File: src/rtl/product_bcd_pkg.sv
// Shared types and constants for the product-to-BCD converter.
package product_bcd_pkg;

    typedef enum logic [1:0] {
        IDLE  = 2'd0,
        SHIFT = 2'd1,
        DONE  = 2'd2
    } state_t;

    localparam int BCD_DIGIT_W    = 4;
    localparam int BCD_ADJ_THRESH = 5;
    localparam int BCD_ADJ_ADD    = 3;

endpackage

File: src/rtl/bcd_digit_adj.sv
// One double-dabble digit correction: a digit of 5 or more gets +3 before the shift.
// Purely combinational, no handshake.
module bcd_digit_adj
    import product_bcd_pkg::*;
(
    input  logic [BCD_DIGIT_W-1:0] d_i,
    output logic [BCD_DIGIT_W-1:0] d_o
);

    assign d_o = (d_i >= BCD_DIGIT_W'(BCD_ADJ_THRESH)) ? d_i + BCD_DIGIT_W'(BCD_ADJ_ADD) : d_i;

endmodule

File: src/rtl/product_bcd_conv.sv
// Sequential double-dabble binary->BCD, one shift per clock; result valid BITS cycles after accept.
// Single job in flight, in_ready only in IDLE; PRODUCT_BCD_BLANK_EN adds a leading-zero blank mask.
module product_bcd_conv
    import product_bcd_pkg::*;
#(
    parameter int BITS   = 8,
    parameter int DIGITS = 3
) (
    input  logic                          clk,
    input  logic                          rst,
    input  logic                          in_valid,
    output logic                          in_ready,
    input  logic [BITS-1:0]               bin_i,
    output logic                          out_valid,
    input  logic                          out_ready,
    output logic [BCD_DIGIT_W*DIGITS-1:0] bcd_o,
    output logic                          ovf_o,
    output logic [DIGITS-1:0]             blank_o
);

    localparam int BCD_W = BCD_DIGIT_W * DIGITS;
    localparam int SCR_W = BCD_W + BITS;
    localparam int CNT_W = $clog2(BITS + 1);

    state_t             state_q, state_d;
    logic [SCR_W-1:0]   scr_q, scr_d;
    logic [CNT_W-1:0]   cnt_q, cnt_d;
    logic               ovf_scr_q, ovf_scr_d;
    logic [BCD_W-1:0]   bcd_q;
    logic               ovf_q;
    logic               res_load;

    logic [SCR_W-1:0]   scr_adj;
    logic [SCR_W-1:0]   scr_shift;
    logic               shift_out;

    // Only the BCD field is corrected; the binary tail passes straight through.
    assign scr_adj[BITS-1:0] = scr_q[BITS-1:0];

    for (genvar g = 0; g < DIGITS; g++) begin : g_adj
        bcd_digit_adj u_adj (
            .d_i (scr_q  [BITS + g*BCD_DIGIT_W +: BCD_DIGIT_W]),
            .d_o (scr_adj[BITS + g*BCD_DIGIT_W +: BCD_DIGIT_W])
        );
    end

    assign scr_shift = {scr_adj[SCR_W-2:0], 1'b0};
    assign shift_out = scr_adj[SCR_W-1];

    always_comb begin
        state_d   = state_q;
        scr_d     = scr_q;
        cnt_d     = cnt_q;
        ovf_scr_d = ovf_scr_q;
        res_load  = 1'b0;
        case (state_q)
            IDLE: begin
                if (in_valid) begin
                    scr_d     = {{BCD_W{1'b0}}, bin_i};
                    cnt_d     = CNT_W'(BITS);
                    ovf_scr_d = 1'b0;
                    state_d   = SHIFT;
                end
            end
            SHIFT: begin
                scr_d     = scr_shift;
                cnt_d     = cnt_q - CNT_W'(1);
                ovf_scr_d = ovf_scr_q | shift_out;
                if (cnt_q == CNT_W'(1)) begin
                    res_load = 1'b1;
                    state_d  = DONE;
                end
            end
            DONE: begin
                if (out_ready) begin
                    state_d = IDLE;
                end
            end
            default: state_d = IDLE;
        endcase
    end

    always_ff @(posedge clk or posedge rst) begin
        if (rst) begin
            state_q   <= IDLE;
            scr_q     <= '0;
            cnt_q     <= '0;
            ovf_scr_q <= 1'b0;
        end else begin
            state_q   <= state_d;
            scr_q     <= scr_d;
            cnt_q     <= cnt_d;
            ovf_scr_q <= ovf_scr_d;
        end
    end

    // Result registers capture the post-shift value on the final shift edge only.
    always_ff @(posedge clk or posedge rst) begin
        if (rst) begin
            bcd_q <= '0;
            ovf_q <= 1'b0;
        end else if (res_load) begin
            bcd_q <= scr_shift[SCR_W-1 -: BCD_W];
            ovf_q <= ovf_scr_q | shift_out;
        end
    end

`ifdef PRODUCT_BCD_BLANK_EN
    logic [DIGITS-1:0] blank_d;
    logic [DIGITS-1:0] blank_q;

    always_comb begin
        logic all_zero;
        all_zero = 1'b1;
        blank_d  = '0;
        for (int i = DIGITS - 1; i >= 1; i--) begin
            all_zero   = all_zero && (scr_shift[BITS + i*BCD_DIGIT_W +: BCD_DIGIT_W] == '0);
            blank_d[i] = all_zero;
        end
    end

    always_ff @(posedge clk or posedge rst) begin
        if (rst) begin
            blank_q <= '0;
        end else if (res_load) begin
            blank_q <= blank_d;
        end
    end

    assign blank_o = blank_q;
`else
    assign blank_o = '0;
`endif

    assign in_ready  = (state_q == IDLE);
    assign out_valid = (state_q == DONE);
    assign bcd_o     = bcd_q;
    assign ovf_o     = ovf_q;

endmodule

File: config.mk
export PLATFORM = sky130hd
export DESIGN_NAME = product_bcd_conv
export DESIGN_NICKNAME = d
export VERILOG_FILES = /design/src/rtl/product_bcd_pkg.sv /design/src/rtl/bcd_digit_adj.sv /design/src/rtl/product_bcd_conv.sv
export SDC_FILE = /design/constraint.sdc
export NUM_CORES = 1
export LEC_CHECK = 0
export CAP_MARGIN = 20
export CORE_ASPECT_RATIO = 1.4
export CORE_MARGIN = 2
export CORE_UTILIZATION = 56
export CTS_BUF_LIST = sky130_fd_sc_hd__clkbuf_8
export CTS_CLUSTER_SIZE = 10
export DETAILED_ROUTE_END_ITERATION = 12
export PLACE_DENSITY_LB_ADDON = 0.1
export SYNTH_ARGS = -nofsm -noshare
export SYNTH_HDL_FRONTEND = slang
export SYNTH_HIERARCHICAL = 1
export SYNTH_SLANG_ARGS = --single-unit
File: constraint.sdc
create_clock -name clk -period 1.8 [get_ports clk]
set_clock_uncertainty 0.15 [all_clocks]
set_input_delay 0.36 -clock clk [delete_from_list [all_inputs] [get_ports clk]]
set_output_delay 0.36 -clock clk [all_outputs]
set_load 0.005 [all_outputs]
==> results of run 1 <==
flip-flops by register name, indices dropped and copies added, names as in the netlist:
| name | flops |
|---|---|
| ovf_scr_q | 1 |
| cnt_q | 4 |
| state_q | 2 |
| bcd_o | 12 |
| ovf_o | 1 |
| scr_q | 20 |
final cells by class:
class	instances	share of cell area, %
inverter	11	1.59
clock buffer	5	2.66
tap	42	2.03
multi-input combinational	130	37.8
clock inverter	3	1.50
sequential	40	38.8
timing repair buffer	44	15.7
synth_stat cells, types with 4 or more instances:
master,instances
sky130_fd_sc_hd__a21oi_1,10
sky130_fd_sc_hd__o21ai_0,17
sky130_fd_sc_hd__dfrtp_1,40
sky130_fd_sc_hd__nor2b_1,9
sky130_fd_sc_hd__buf_2,5
sky130_fd_sc_hd__mux2_4,9
sky130_fd_sc_hd__inv_1,11
sky130_fd_sc_hd__ha_1,8
sky130_fd_sc_hd__nor2_1,5
sky130_fd_sc_hd__a22oi_1,6
sky130_fd_sc_hd__nand2b_1,9
sky130_fd_sc_hd__nand2_1,17
sky130_fd_sc_hd__mux2i_1,4
sky130_fd_sc_hd__a22o_1,13
worst max path at each step:
stage / end / cells after the start
global route: bcd_o[10]$_DFFE_PP0P_ / 6
global placement: scr_q[2]$_DFFE_PP0P_ / 5
finish: bcd_o[10]$_DFFE_PP0P_ / 6
floorplan: bcd_o[0]$_DFFE_PP0P_ / 6
CTS: bcd_o[2]$_DFFE_PP0P_ / 5
detailed placement: scr_q[2]$_DFFE_PP0P_ / 5
layout by cell type (no fill, tap or decap), types with 2 or more instances in the layout:
cell type	n
sky130_fd_sc_hd__inv_2	2
sky130_fd_sc_hd__dfrtp_2	3
sky130_fd_sc_hd__a21oi_2	3
sky130_fd_sc_hd__nor2b_1	9
sky130_fd_sc_hd__o21ai_0	17
sky130_fd_sc_hd__inv_1	10
sky130_fd_sc_hd__conb_1	3
sky130_fd_sc_hd__dfrtp_1	37
sky130_fd_sc_hd__buf_4	17
sky130_fd_sc_hd__nand2b_1	7
sky130_fd_sc_hd__a22oi_1	6
sky130_fd_sc_hd__mux2i_1	2
sky130_fd_sc_hd__a21oi_1	10
sky130_fd_sc_hd__o21ai_1	3
sky130_fd_sc_hd__a22o_1	13
sky130_fd_sc_hd__mux2_2	3
sky130_fd_sc_hd__mux2i_2	2
sky130_fd_sc_hd__mux2_4	9
sky130_fd_sc_hd__nand2b_4	2
sky130_fd_sc_hd__nor2_1	4
sky130_fd_sc_hd__ha_1	7
sky130_fd_sc_hd__clkbuf_8	5
sky130_fd_sc_hd__nand2_1	17
sky130_fd_sc_hd__clkdlybuf4s50_1	24
sky130_fd_sc_hd__xnor2_1	3
report_power, final:
group	total, W	internal [W]	switching (W)	leakage, nW
combinational	0.00222	0.00125	0.000975	0.677
sequential	0.00163	0.00129	0.000339	0.499
clock	0.000717	0.000406	0.000311	0.0593
total	0.00457	0.00294	0.00163	1.23
metrics by stage:
| step | TNS, ps | power (W) | instance area (um2) |
|---|---|---|---|
| finish | 0 | 0.00457 | 2590 |
| global route | -10.3 | 0.00490 | 2590 |
| CTS | 0 | 0.00453 | 2570 |
| detailed placement | 0 | 0.00372 | 2420 |
| global placement | 0 | 0.00358 | 2420 |
| floorplan | 0 | 0.00300 | 2060 |
logic make-up after synthesis:
kind of cell               after synthesis  share of synthesized area (%)
AOI/OAI and AO/OA                       55                           17.6
and+or+nand+nor                         45                           11.8
DFF                                     40                           48.7
buffers and inverters                   23                           5.42
muxes                                   16                           10.2
adders and majority gates                8                           4.87
xor gates and xnor gates                 3                           1.28
other                                    1                          0.182
worst max-delay path, stage by stage, from the launching register on:
cell and delay [ps]:
sky130_fd_sc_hd__dfrtp_2 400, sky130_fd_sc_hd__buf_4 150, sky130_fd_sc_hd__buf_4 140, sky130_fd_sc_hd__and2b_1 180, sky130_fd_sc_hd__nand2_2 130, sky130_fd_sc_hd__buf_12 160
sky130_fd_sc_hd__mux2_2 330
timing repair:
item	CTS	global route
setup endpoints to repair	3	8
setup buffers	4	1
resized for setup	7	7
pin swaps	0	3
routing by layer:
layer  global-route usage (%)  share of wire, %
met3                     4.58               4.1
met4                     11.4               1.9
met1                     22.7                39
met2                     40.2                55
met5                        0                 0
==> results, run 1 <==
- For this run, the number of Yosys warnings is 6.
- In the post-synthesis netlist, the biggest area contributors are sky130_fd_sc_hd__dfrtp_1 49%, sky130_fd_sc_hd__mux2_4 6.6%, sky130_fd_sc_hd__a22o_1 5.5%.
- Clock-pin slew was measured on the worst setup and hold paths at 80 ps.
- The number of global-route vias before repair is roughly 1.5k.
- For this design, the CTS-stage hold fixing added 0 buffers.
- The routed wire length is 4.23 mm.
- The worst register-to-register path ends at bcd_o[10]$_DFFE_PP0P_.
- For this run, the total global-route usage over all layers was measured as about a fifth.
- The clock tree from TritonCTS is built.
- The total number of placement rows is 26.
- The endpoint type of the worst setup path is a flop.
- The multi-input combinational cells in the finished layout cover a total of between 900 and 1000 um2.
- Counting flops and latches in the post-synthesis netlist gives 40.
- The hold violation count in the final report is 0.
- Counting flops with an async set or reset pin after synthesis yields a share of 100%.
- The net count reported at finish is 252.
- The final core area utilization is 72.4%.
- The largest area contributor in the synthesized netlist is sky130_fd_sc_hd__dfrtp_1.
- The die outline height is about 76 um.
- The post-detailed-placement half-perimeter wirelength is approximately 3.0 mm.
- Entering global routing, the biggest net connects 30 pins.
- The top-area cell type share of the netlist area is 48.7%.
- From synthesis to final layout, the design area changed by 26.1%.
- The logic depth of the worst register-to-register path is 6.
- The count of clock tree sinks is 40.
- The number of clock buffers inserted by TritonCTS is 5.
- The prevailing post-synth register cell is sky130_fd_sc_hd__dfrtp_1.
- The number of nets with antenna violations after detailed routing is 0.
- Dividing the detail-routed wire length by the instance count gives ~15 um.
- The total DRC errors in the routed layout is 0.
- The H-tree level count is 2.
- The initial antenna violation count is 0.
- The effective utilization at floorplan is between 50% and 60%.
- For this run, the top clock speed supported by timing is ~570 MHz.
- Subtracting the final worst setup slack from the clock period gives roughly 1800 ps.
- The cell area power density is 1760 nW/um2.
- The count of pins on the block boundary is 30.
- The count of TritonRoute iterations in the first routing pass is 4.
- After synthesis, flip-flops and latches occupy roughly half of the total area.
- The count of endpoints failing setup in the final report is 0.
- The setup slack of the most critical reg-to-reg path is roughly 46 ps.
- Dividing the final minimum period by the clock period gives 97.5%.
- The die is 55.2 um wide.
- Once placement completed, the tool counted placed cells totaling roughly 260.
- The wire length of the first global-routing pass is approximately 6.7 mm.
- The antenna diode instance count is 0.
- The startpoint of the worst-slack reg-to-reg timing path is state_q[0]$_DFFE_PP0P_.
- Hold timing on the final database bottoms out at a slack of 237 ps.
- The tree is rooted in a sky130_fd_sc_hd__clkbuf_8.
- The die area is roughly 4200 um2.
- The kind of critical path is flop to flop.
- The number of fillers in the final layout is about 280.
- After synthesis, the netlist uses 30 different library cells.
- The count of max-cap constraint violations is 0.
- The tightest min-delay check is of the input pin to async pin type.
- The worst ir drop on vdd is around 1100 uV.
- The pre-CTS worst setup slack is 18.1 ps.
- The final route contains between 1.5k and 2k vias.
- At the end of routability-driven placement, the weighted congestion stood at between 0.8 and 0.9.
- Across all setup checks in the final design, the least slack found is 45.7 ps.
- The maximum fanout count along the critical path is 11.
- The total congestion overflow after global routing is 0.
- STA puts the critical path data required time at approximately 1800 ps.
- The final cell count without fillers is roughly 280.
- The layout cell share with drive strength beyond 1 is 23.2%.
- The count of final max-slew check failures is 0.
- The vias per cell is between 5 and 6.
- The worst setup path is launched from a flop.
- The quantity of I/O buffers inserted on ports is 26.
- After synthesis the cells add up to 2060 um2.
- Data arrives at the worst endpoint at approximately 1800 ps.
- The total area inside the core boundary comes to 3580 um2.
- Summing all flip-flop and latch instances after layout gives around 1000 um2.
- Summed over all cells, the static leakage comes to 1.23 nW.
- In the synthesized netlist, the number of instances is around 190.
- The number of enable flip-flop cells after synthesis is 0.
- The flow ran to the end, and the final reports show no timing, DRC or antenna violations.
- Counting along the longest clock path gives a buffer depth of 2.
- After synthesis, the mean cell area works out to about 11 um2.
- The first routing iteration left 38 violations.
- The clock latency of the later-clocked register in the worst-skew pair is ~300 ps.
- Tracing the worst setup path back leads to its startpoint at state_q[0]$_DFFE_PP0P_.
No activity file was read; power rests on OpenSTA's default activity.
==> run 2: changes to the inputs <==
--- a/config.mk
+++ b/config.mk
@@ -12,7 +12,7 @@
 export CTS_BUF_LIST = sky130_fd_sc_hd__clkbuf_8
 export CTS_CLUSTER_SIZE = 10
 export DETAILED_ROUTE_END_ITERATION = 12
-export PLACE_DENSITY_LB_ADDON = 0.1
+export PLACE_DENSITY = 0.82
 export SYNTH_ARGS = -nofsm -noshare
 export SYNTH_HDL_FRONTEND = slang
 export SYNTH_HIERARCHICAL = 1
==> results, run 2 (synthesis gave the netlist of run 1 again) <==
- The flow ran to the end, and the final reports show no timing, DRC or antenna violations.
- The layer carrying the most global-route usage is met2.
- For this run, the slowest stage of the critical path takes between 400 and 500 ps.
- The initial antenna violation count was 0.
- Adding up every negative setup slack in the final design gives 0 ps.
- In the layout the commonest cells are 37 x sky130_fd_sc_hd__dfrtp_1, 24 x sky130_fd_sc_hd__clkdlybuf4s50_1, 17 x sky130_fd_sc_hd__nand2_1, 17 x sky130_fd_sc_hd__o21ai_0, 14 x sky130_fd_sc_hd__buf_4.
- The average wire length per cell after detail routing is around 16 um.
- The number of global-route vias before repair is approximately 1.5k.
- The clock tree from TritonCTS is built.
- The number of buffers inserted for hold repair after clock tree synthesis is 0.
- The vias per cell is 5.63.
- The total congestion overflow after global routing is 0.
- The maximum fanout count along the critical path is 5.
- The core region area is 3580 um2.
- Global routing consumed, over all layers together, about 22% of the routing resources.
- The critical path's slowest cell is sky130_fd_sc_hd__dfrtp_2.
- The startpoint of the worst-slack reg-to-reg timing path is scr_q[16]$_DFFE_PP0P_.
- The logic depth of the worst register-to-register path is 5.
- The total DRC errors in the routed layout is 0.
- The hold violation count in the final report is 0.
- The clock passes through at most 2 buffers.
- The routed wire length is about 4.2 mm.
- The library cell used most frequently in the layout, excluding fill and tap cells, is sky130_fd_sc_hd__dfrtp_1.
- The count of final max-slew check failures is 0.
- Registers take roughly 1000 um2.
- The multi-input combinational cells in the finished layout cover a total of 960 um2.
- The path class of the tightest hold or removal check is input pin to async pin.
- The tree is rooted in a sky130_fd_sc_hd__clkbuf_8.
- The die width is between 50 and 60 um.
- The count of clock tree sinks is 40.
- The wire-length estimate of the detail-placed layout is a little under 3 mm.
- The setup slack of the most critical reg-to-reg path is between 60 and 70 ps.
- For met2 alone, demand over resource in global routing was 42.1%.
- Counting I/O delays and the setup requirement, the final critical path takes 1740 ps.
- The flip-flop count of the largest register after layout is 20.
- The number of antenna diodes in the final layout is 0.
- For this design the top-level I/O count stands at 30.
- The count of TritonRoute iterations in the first routing pass is 4.
- The number of nets with antenna violations after detailed routing is 0.
- For the worst setup path, the data required time is between 1500 and 2000 ps.
- For this design the ratio of total power to cell area is ~1700 nW/um2.
- The fraction of met3 tracks used by global routing is roughly 4.4%.
- The layout cell share with drive strength beyond 1 is between 10% and 20%.
- Setup repair after global routing left no endpoint under its margin.
- In this run, CTS created clock tree buffers numbering 5.
- Entering global routing, the biggest net connects between 40 and 50 pins.
- Routability-driven placement finished with a final weighted congestion of 0.713.
- The met1 layer usage reported by global route is a little under a quarter.
- The tightest hold path in the finished design has a slack of between 200 and 300 ps.
- The floorplan has 26 rows.
- The worst ir drop on vdd is around 1100 uV.
- The kind of critical path is flop to flop.
- The effective utilization at floorplan is between 50% and 60%.
- Setup violations remaining at the end of the flow were counted as 0.
- The routed layout has ~1.5k vias.
- Traced cell by cell, the critical path runs through ha_1 > nand2b_1 > a21oi_2 > mux2i_1 > mux2_2.
- The number of fillers in the final layout is 266.
- The quantity of I/O buffers inserted on ports is 26.
- The first global-routing pass estimated slightly above 7 mm of wire.
- The endpoint type of the worst setup path is a flop.
- STA classifies the critical path startpoint as a flop.
- In the final design database the tool counted 250 nets.
- The top register by number of flip-flops is scr_q.
- The achievable clock frequency is a little under 600 MHz.
- Data on the critical path arrives at its endpoint at around 1800 ps.
- The leakage power is 1.22 nW.
- The later pin in the worst-skew pair is clocked with a latency of roughly 290 ps.
- In this run, the number of DRC markers left after iteration 0 of detailed routing was 48.
- The post-route clock period utilization is a little over nine tenths.
- The die area is 4180 um2.
- From synthesis to final layout, the design area changed by 24.1%.
- The H-tree level count is 2.
- The worst register-to-register path ends at bcd_o[10]$_DFFE_PP0P_.
- Max-cap violations in this run came to 0.
- The die outline height is about 76 um.
- The clock-pin slew reported for the worst setup and hold paths after clock tree synthesis is 70 ps.
-- run 2: power by group --
group	internal [W]	total, W	switching, W	leakage [nW]
Clock	0.000301	0.000596	0.000295	0.0538
Combinational	0.00121	0.00218	0.000974	0.669
Sequential	0.00129	0.00163	0.000337	0.499
-- run 2: how the worst max path moves through the flow --
stage,startpoint,slack [ps],cells after the start,endpoint
final,scr_q[16]$_DFFE_PP0P_,60,5,bcd_o[10]$_DFFE_PP0P_
after global routing,scr_q[9]$_DFFE_PP0P_,3,6,scr_q[10]$_DFFE_PP0P_
after CTS,scr_q[16]$_DFFE_PP0P_,40,6,bcd_o[10]$_DFFE_PP0P_
after detailed placement,scr_q[16]$_DFFE_PP0P_,100,6,bcd_o[10]$_DFFE_PP0P_
after global placement,cnt_q[1]$_DFFE_PP0P_,140,6,bcd_o[1]$_DFFE_PP0P_
after floorplan,cnt_q[1]$_DFFE_PP0P_,190,6,bcd_o[0]$_DFFE_PP0P_
-- run 2: repair_timing --
action / 4_1_cts / 5_1_grt
resized for setup: 3 / 5
buffers inserted: 3 / 0
pin swaps: 0 / 1
setup endpoints to repair: 2 / 7
-- run 2: routing by layer --
layer,vias to the layer above,routed length (um)
met3,6,160
met4,0,53
met5,-,0
met1,765,1680
li1,726,-
met2,40,2350
-- run 2: worst max-delay path, delay by kind of cell (launching register included) --
kind            cells  cell delay, ps
simple gates        1             190
mux                 2             470
flops               1             440
fa+ha+maj           1             210
compound gates      1             220
-- run 2: layout make-up --
class | instances | share of cell area (%)
Clock buffer | 6 | 3.24
Multi-Input combinational cell | 130 | 37.6
Clock inverter | 2 | 0.294
Sequential cell | 40 | 39.4
Inverter | 11 | 1.62
Tap cell | 42 | 2.06
Timing Repair Buffer | 42 | 15.8
-- run 2: through the flow --
stage               power (W)  setup WS (ps)  area [um2]  util (%)  instances
global placement      0.00359            135        2430      67.9        262
floorplan             0.00300            187        2060         -        193
finish                0.00440           64.1        2550      71.3        273
global route          0.00472           3.05        2550      71.3        273
detailed placement    0.00373           97.0        2430      67.9        262
CTS                   0.00438           36.1        2540      71.0        273
==> RTL edit (settings of run 2) <==
Change the parameter `BITS` from 8 to 4.
--- a/src/rtl/product_bcd_conv.sv
+++ b/src/rtl/product_bcd_conv.sv
@@ -5,3 +5,3 @@
 #(
-    parameter int BITS   = 8,
+    parameter int BITS   = 4,
     parameter int DIGITS = 3
Interface: changed (resized bin_i); port bits go from 30 to 26. The function was not compared with the original's and may differ.
==> RTL edit against run 2 <==
  * Synthesized cell count decreased by 17%
  * Highest routed layer unchanged
  * Sequential power decreased by 9%
  * Via count decreased by 16%
  * Cell area decreased by 13%
  * Clock power decreased by 16%
  * Wire length decreased by 14%
  * Worst setup slack got worse by 0.025 ns
  * Largest cell class unchanged
  * Sequential cell count decreased by 5
  * Count of clock-buffer cells in the layout decreased by 1
  * Global-route usage increased by 1.2 points
  * Power decreased by 6.3%
  * Area after synthesis decreased by 14%
==> RTL edit: results (changes against run 2) <==
[sta]
hold_ws_ns = 0.2919  ; was 0.2757 ns

[grt]
grt_use_met2 = 0.3946  ; was 0.4206
use_met3 = 0.05556  ; was 0.04414
met1_usage = 0.2677  ; was 0.2383

[power]
p_leak_nw = 1.048  ; was 1.222 nW
clockPowerShare = 0.121  ; was 0.135
ir_drop_mv = 1.016  ; was 1.074 mV
switchingPower_mw = 1.514  ; was 1.605 mW
intPower_mw = 2.612  ; was 2.798 mW

[synthesis]
synth_top_area_frac = 0.4975  ; was 0.4869
syn_area_per_cell_um2 = 11.14  ; was 10.76 um2
synthTopCellsByArea = dfrtp_1 50%, mux2_4 6.0%, a22o_1 6.0%  ; was dfrtp_1 49%, mux2_4 6.6%, a22o_1 5.5%
ys_seq_area_frac = 0.4975  ; was 0.4869

[routing]
dr_wl_met2_mm = 1.982  ; was 2.353 mm
routedWlPerCell_um = 15.61  ; was 15.54 um
wl_met1_mm = 1.457  ; was 1.675 mm
wl_met3_um = 122  ; was 160 um

[status]
outcome = finished clean  ; unchanged

[worst_setup_path]
crit_family = flip-flops  ; was multiplexers
cp.arrival_ns = 1.84  ; was 1.81 ns
crit_end = bcd_o[2]$_DFFE_PP0P_  ; was bcd_o[10]$_DFFE_PP0P_
slowest_stage = dfrtp_1  ; was dfrtp_2
r2r_slack_ns = 0.04  ; was 0.06 ns

[placed_design]
hpwlAfterDp_mm = 2.481  ; was 2.967 mm
dpl_cell_area_um2 = 2046  ; was 2429 um2
preCtsSetupSlack_ns = -0.06739  ; was 0.09698 ns

[finish]
largest_reg_flops = 16  ; was 20
layout.nets = 211  ; was 250
fillCellCount = 230  ; was 266
area_growth_pct = 26.58  ; was 24.10%
drive_gt1_frac = 0.2680  ; was 0.1991

-- RTL edit: changes by cell type after synthesis, sizes merged, moves of 3 or more --
cell,delta
a21oi,-6
a22oi,-5
clkbuf,-3
dfrtp,-5
inv,+4
nand2,-4
nor2,+6
nor2b,-9
o21ai,-11
o22ai,+4
-- RTL edit: cell type report --
class | instances | share of cell area
timing repair buffer | 36 | 0.1505
clock inverter | 1 | 0.001684
inverter | 15 | 0.02527
multi-input combinational | 102 | 0.3745
clock buffer | 5 | 0.03088
tap | 39 | 0.02190
sequential | 35 | 0.3953
-- RTL edit: timing repair --
action | CTS | global route
resized for setup | 6 | 14
pin swaps | 1 | 4
endpoints found under the setup margin | 7 | 26
setup buffers | 5 | 2
-- RTL edit: logic make-up after synthesis --
family | synth area share
xor gates and xnor gates | 0.01493
DFF | 0.4975
muxes | 0.1087
AOI/OAI and AO/OA | 0.1606
and+or+nand+nor | 0.08671
adders and majority gates | 0.05686
buffers and inverters | 0.07249
other | 0.002130
